## config.mk

```make
export PLATFORM = sky130hd
export DESIGN_NAME = pipe_delay_line
export DESIGN_NICKNAME = d
export VERILOG_FILES = /design/src/rtl/pipe_delay_line.sv
export SDC_FILE = /design/constraint.sdc
export NUM_CORES = 1
export LEC_CHECK = 0
export BUFFER_PORTS_ARGS = -buffer_cell sky130_fd_sc_hd__buf_2
export CELL_PAD_IN_SITES_DETAIL_PLACEMENT = 1
export CELL_PAD_IN_SITES_GLOBAL_PLACEMENT = 1
export CORE_AREA = 2 2 39 41
export CTS_BUF_LIST = sky130_fd_sc_hd__clkbuf_16
export DETAILED_ROUTE_END_ITERATION = 12
export DIE_AREA = 0 0 41 43
export GPL_TIMING_DRIVEN = 1
export PLACE_DENSITY = 0.63
export SKIP_CTS_REPAIR_TIMING = 1
export SYNTH_ARGS = -nofsm -noshare
export SYNTH_HDL_FRONTEND = slang
export SYNTH_SLANG_ARGS = --single-unit
```

## constraint.sdc

```tcl
create_clock -name clk -period 1.1 [get_ports clk]
set_input_delay 0.22 -clock clk [delete_from_list [all_inputs] [get_ports clk]]
set_output_delay 0.22 -clock clk [all_outputs]
set_load 0.005 [all_outputs]
```

## src/rtl/pipe_delay_line.sv

```systemverilog
// Multi-stage delay line for pipeline payload + valid, with global stall,
// per-stage flush, async reset and a registered occupancy count. Captures on negedge clk.
module pipe_delay_line #(
    parameter int                WIDTH     = 6,
    parameter int                DEPTH     = 1,
    parameter logic [WIDTH-1:0]  FLUSH_VAL = '0
) (
    input  logic                         clk,
    input  logic                         rst_n,
    input  logic [WIDTH-1:0]             in_data,
    input  logic                         in_valid,
    input  logic                         stall,
    input  logic [DEPTH-1:0]             flush_mask,
    output logic [WIDTH-1:0]             out_data,
    output logic                         out_valid,
    output logic [DEPTH-1:0]             stage_valid,
    output logic [$clog2(DEPTH+1)-1:0]   occupancy
);

    localparam int OCC_W = $clog2(DEPTH+1);

    logic [WIDTH-1:0] data_q   [DEPTH];
    logic [WIDTH-1:0] data_nxt [DEPTH];
    logic [DEPTH-1:0] valid_q;
    logic [DEPTH-1:0] valid_nxt;
    logic [OCC_W-1:0] occ_nxt;

    // Flush is applied last so it overrides both hold and shift.
    always_comb begin
        data_nxt  = data_q;
        valid_nxt = valid_q;
        if (!stall) begin
            data_nxt[0]  = in_data;
            valid_nxt[0] = in_valid;
            for (int i = 1; i < DEPTH; i++) begin
                data_nxt[i]  = data_q[i-1];
                valid_nxt[i] = valid_q[i-1];
            end
        end
        for (int i = 0; i < DEPTH; i++) begin
            if (flush_mask[i]) begin
                data_nxt[i]  = FLUSH_VAL;
                valid_nxt[i] = 1'b0;
            end
        end
    end

    always_comb begin
        occ_nxt = '0;
        for (int i = 0; i < DEPTH; i++) begin
            occ_nxt = occ_nxt + OCC_W'(valid_nxt[i]);
        end
    end

    always_ff @(negedge clk or negedge rst_n) begin
        if (!rst_n) begin
            for (int i = 0; i < DEPTH; i++) begin
                data_q[i] <= FLUSH_VAL;
            end
            valid_q   <= '0;
            occupancy <= '0;
        end else begin
            data_q    <= data_nxt;
            valid_q   <= valid_nxt;
            occupancy <= occ_nxt;
        end
    end

    assign out_data    = data_q[DEPTH-1];
    assign out_valid   = valid_q[DEPTH-1];
    assign stage_valid = valid_q;

endmodule
```

Word-level counts from Yosys, hierarchy flattened --
Index checks and enable logic that the tools add are counted.
Operators by class: eq/ne operators 1, mux-type cells 4
Operators by type and width (count):
- $mux 6 | 2
- $mux 1 | 2
- $ne 2x1->1 const B | 1
Storage, ports and cells: register bits after elaboration 7, input port bits 11, output and inout bits 9, word-level logic and storage cells 7

Longest topological paths before layout --
Gate-level depths: netlist (run 1).
word-level depth 2, gate-level depth with buffers 3, depth with buffers taken out 2

==> flow_metrics.py, run 1 <==
metrics = {
    "layout": {
        "final_nets": 61,
        "n_antenna_cell": 0,
        "layout-drive-gt1-share_pct": 55.10,
        "synthToLayoutAreaGrowth_pct": 71.01,
        "final_util_pct": 36.80,
    },
    "worst_setup_path": {
        "crit_start": "out_valid",
        "ff2ff_setup_slack_ns": 0.18,
        "cp_num_cells": 1,
        "crit_path_end_kind": "output pin",
        "cp_slowest_stage_delay_ns": 0.42,
        "critPathKind": "flop to output pin",
        "crit_end": "occupancy",
        "crit_arrival_ns": 1.36,
        "crit_slowest_cell": "dfrtn_1",
        "cp.buffers_inverters": 1,
        "r2r_start": "out_data[4]",
        "crit_chain": "buf_2",
        "worstSetupStartpointType": "flop",
        "crit_family": "flip-flops",
        "cp.required_ns": 0.88,
        "reg2regPathDepth": 4,
        "reg2reg_to": "out_data[4]",
        "critPathMaxFanout": 4,
    },
    "drt": {
        "top_layer": "met3",
        "post-route-drc-count": 0,
        "detailroute.wirelength.met2_um": 375,
        "drt.antenna.violating_nets": 0,
        "wl_per_cell_um": 10.71,
        "wl_met3_um": 70,
        "avgViaCountPerCell": 4.015,
        "firstDrtPassIters": 1,
        "route.vias.total": 261,
        "drtIter0Drc": 0,
        "wl_um": 696,
        "drt-met1-wl_um": 249,
    },
    "placed_design": {
        "place_congestion": 0.6876,
        "dp_hpwl_um": 511.1,
        "numPortBuffers": 19,
    },
    "floorplanning": {
        "core_mm2": 0.001384,
        "die_h_um": 43,
        "ioPinCount": 20,
        "initial_core_util_pct": 21.52,
        "die_w_um": 41,
        "dieArea_mm2": 0.001763,
        "row_count": 14,
    },
    "synthesis": {
        "avgSynthCellArea_um2": 12.41,
        "synth.net_count": 35,
        "ys_types": 5,
        "yosysSeqAreaShare_pct": 58.82,
        "yosys_warnings": 0,
        "syn_area_um2": 297.8,
        "yosys_register_bits": 7,
        "synthCells": 24,
    },
    "sta": {
        "worst_slack_ns": -0.4805,
        "finalHoldViolCount": 0,
        "worstMarginPinSlew_ns": 0.1321,
        "fin_skew_ns": 0,
        "finalMaxSlewViolations": 0,
        "slew_headroom_pct": 90.94,
        "rsz0062_at_grt": "yes",
        "finalSetupViolCount": 9,
    },
    "clock_network": {
        "htreeDepth": 1,
        "cts_max_path_buffers": 2,
        "cts.sinks": 7,
        "clk_pin_slew_worst_paths_ns": 0.03,
        "clock-root-buffer": "clkbuf_16",
        "clk_latency_ns": 0.26,
        "cts_made_buffers": 3,
        "cts_tree": "built",
    },
    "pwr": {
        "power_density_mw_per_mm2": 1917,
        "vdd_ir_drop_max_uv": 861.6,
        "leakage_nw": 0.3026,
        "finalPower_w": 0.0009761,
    },
    "run": {
        "max_cap_viol_count": 0,
    },
    "grt": {
        "antenna_found_initial": 0,
        "overflow": 0,
        "grt_usage_pct": 9.495,
        "grt_pass1_vias": 252,
        "grt_start_max_net_pins": 8,
        "grt_pass1_wl_mm": 1.028,
    },
    "hold_path": {
        "hold_path_class": "primary input to asynchronous set/reset pin",
    },
    "run_status": {
        "status": "finished with violations",
        "violations": "setup timing",
    },
}
routing by layer:
metal,vias to the layer above,GRT usage (%)
met5,-,0
met4,0,4.000
met3,0,7.853
met2,11,14.69
met1,123,8.525
li1,127,-
registers in the layout, indices dropped and copies added, names as in the netlist:
name	flops
out_valid	1
out_data	6
cells in the mapped netlist, drive strengths merged:
master	number	area, µm²
mux2i	7	70.07
buf	3	26.27
dfrtn	7	175.2
nor2	7	26.28
logic make-up (layout without fill, tap and decap cells):
logic type,after synthesis,in the layout,synth area share [%]
mux,7,7,23.53
flops,7,7,58.82
simple gates,7,7,8.825
buf+inv,3,28,8.822
power by group:
group          internal, W  total (W)  leakage (nW)  switching, W
logic            0.0000535  0.0000921         0.167     0.0000386
registers         0.000276   0.000283        0.0929    0.00000737
clock network     0.000472   0.000601        0.0423      0.000129
stage by stage:
| step | instance area [µm²] | worst slack, ns | hold WS [ns] | setup TNS [ns] | cells |
|---|---|---|---|---|---|
| 2_1_floorplan | 306.5 | -0.2226 | 0.3658 | -1.854 | 24 |
| 3_3_place_gp | 401.6 | -0.3108 | 0.4626 | -3.695 | 58 |
| 3_5_place_dp | 401.6 | -0.3343 | 0.4701 | -3.858 | 58 |
| 4_1_cts | 480.5 | -0.4923 | 0.2273 | -4.493 | 62 |
| 5_1_grt | 509.2 | -0.5276 | 0.2329 | -4.409 | 65 |
| 6_report | 509.2 | -0.4805 | 0.2218 | -4.081 | 65 |
worst min path at each step:
stage	from	endpoint	cells past startpoint
4_1_cts	rst_n	out_data[3]	1
2_1_floorplan	rst_n	out_data[0]	0
3_5_place_dp	out_data[2]	out_data[2]	2
3_3_place_gp	out_data[0]	out_data[0]	2
5_1_grt	rst_n	out_data[3]	1
6_report	rst_n	out_data[3]	1
area by class of cell:
type	instances	area [µm²]
Fill cell	166	874.6
Multi-Input combinational cell	14	96.34
Tap cell	16	20.02
Timing Repair Buffer	24	138.9
Clock buffer	3	75.07
Clock inverter	1	3.754
Sequential cell	7	175.2
cells in the final DEF (no fill, tap or decap), drive strengths merged:
cell type	instances
dfrtn	7
buf	24
mux2i	7
clkbuf	3
nor2	7
inv	1
Power figures use the tool's default switching activity.
==> inputs of run 2 (changes only) <==
==> constraint.sdc (replaced) <==
create_clock -name clk -period 1.1 [get_ports clk]
set_input_delay 0.165 -clock clk [delete_from_list [all_inputs] [get_ports clk]]
set_output_delay 0.165 -clock clk [all_outputs]
set_load 0.005 [all_outputs]
==> run 2 against run 1 <==
  * The run still ends with setup timing left
  * Critical path depth did not move
  * Critical endpoint unchanged
  * Final cell count did not move
  * Register-to-register slack barely moved
  * Clock power barely moved
  * Design area fell by 0.74%
  * Count of clock-buffer cells in the layout did not move
  * Combinational power fell by 1%
  * Worst setup slack improved by 0.055 ns
  * Sequential cell count did not move
==> flow_metrics.py, run 2 (synthesis gave the netlist of run 1 again) <==
metrics = {
    "run_status": {
        "status": "finished with violations",
        "violations": "setup timing",
    },
    "worst_setup_path": {
        "crit_slowest_cell": "dfrtn_1",
        "critPathKind": "flop to output pin",
        "cp_num_cells": 1,
        "critPathMaxFanout": 4,
        "crit_path_end_kind": "output pin",
        "crit_chain": "buf_2",
        "cp.buffers_inverters": 1,
        "reg2reg_to": "out_data[4]",
        "ff2ff_setup_slack_ns": 0.18,
        "crit_arrival_ns": 1.36,
        "r2r_start": "out_data[4]",
        "cp.required_ns": 0.94,
        "crit_family": "flip-flops",
        "cp_slowest_stage_delay_ns": 0.42,
        "worstSetupStartpointType": "flop",
        "reg2regPathDepth": 4,
    },
    "sta": {
        "setup_tns_ns": -3.586,
        "finalMaxSlewViolations": 0,
        "worstMarginPinSlew_ns": 0.1347,
        "fin_skew_ns": 0,
        "rsz0062_at_grt": "yes",
        "finalHoldViolCount": 0,
        "worst_slack_ns": -0.4255,
        "finalSetupViolCount": 9,
        "slew_headroom_pct": 90.77,
    },
    "layout": {
        "largest_reg_flops": 6,
        "final_cell_mix": "18 x buf_2, 7 x mux2i_1, 7 x nor2_1, 7 x dfrtn_1, 6 x buf_4",
        "fillers": 167,
        "synthToLayoutAreaGrowth_pct": 69.75,
        "final_nets": 61,
        "final_util_pct": 36.53,
        "n_antenna_cell": 0,
        "layout-drive-gt1-share_pct": 55.10,
        "layout_commonest_cell": "buf_2",
    },
    "floorplanning": {
        "dieArea_mm2": 0.001763,
        "core_mm2": 0.001384,
        "ioPinCount": 20,
        "initial_core_util_pct": 21.52,
        "die_h_um": 43,
        "die_w_um": 41,
        "row_count": 14,
    },
    "clock_network": {
        "htreeDepth": 1,
        "cts_tree": "built",
        "clk_latency_ns": 0.26,
        "cts_made_buffers": 3,
        "cts_max_path_buffers": 2,
        "clock-root-buffer": "clkbuf_16",
        "cts.sinks": 7,
        "clk_pin_slew_worst_paths_ns": 0.03,
    },
    "grt": {
        "grt_pass1_vias": 252,
        "overflow": 0,
        "antenna_found_initial": 0,
        "grt_pass1_wl_mm": 1.028,
        "grt_start_max_net_pins": 8,
        "grt_usage_pct": 9.495,
    },
    "drt": {
        "wl_per_cell_um": 10.71,
        "firstDrtPassIters": 1,
        "avgViaCountPerCell": 4.015,
        "route.vias.total": 261,
        "drt.antenna.violating_nets": 0,
        "post-route-drc-count": 0,
        "drtIter0Drc": 0,
        "wl_um": 696,
    },
    "placed_design": {
        "numPortBuffers": 19,
        "dpl_worst_slack_ns": -0.2793,
        "dp_hpwl_um": 511.1,
        "place_congestion": 0.6876,
    },
    "pwr": {
        "power_density_mw_per_mm2": 1929,
        "vdd_ir_drop_max_uv": 861.6,
        "leakage_nw": 0.3014,
    },
    "hold_path": {
        "hold_path_class": "primary input to asynchronous set/reset pin",
    },
    "run": {
        "max_cap_viol_count": 0,
    },
}
[run 2: changes by cell type in the layout (fill, tap and decap cells not counted)]
cell / previous run / this run
buf_6: 1 / 0
buf_4: 5 / 6
[run 2: per-layer routing]
layer | vias up | share of wire [%] | GRT usage [%]
met5 | - | 0 | 0
met4 | 0 | 0 | 4.000
met3 | 0 | 9.9 | 7.853
met2 | 11 | 54 | 14.69
met1 | 123 | 36 | 8.525
li1 | 127 | - | -
[run 2: stage by stage]
stage / hold slack [ns] / cells / total power, W / instance area [µm²]
after floorplan: 0.3108 / 24 / 0.0003283 / 306.5
after global placement: 0.4486 / 58 / 0.0003675 / 401.6
after detailed placement: 0.4517 / 58 / 0.0003693 / 401.6
after CTS: 0.1723 / 62 / 0.0009863 / 480.5
after global routing: 0.1779 / 65 / 0.001020 / 505.5
final: 0.1668 / 65 / 0.0009750 / 505.5
[run 2: worst max path at each step]
stage / startpoint / end
final: out_valid / occupancy
after global routing: out_valid / occupancy
after CTS: out_valid / occupancy
after detailed placement: stall / out_data[4]
after global placement: stall / out_data[3]
after floorplan: out_valid / out_valid
[run 2: final cells by class]
class | instances | area, µm² | area share, %
tap | 16 | 20.02 | 3.960
clock buffer | 3 | 75.07 | 14.85
sequential | 7 | 175.2 | 34.65
multi-input combinational | 14 | 96.34 | 19.06
clock inverter | 1 | 3.754 | 0.7426
timing repair buffer | 24 | 135.1 | 26.73
[run 2: power breakdown]
group          internal, W  switching [W]
registers         0.000276     0.00000737
logic            0.0000522      0.0000386
clock network     0.000472       0.000129
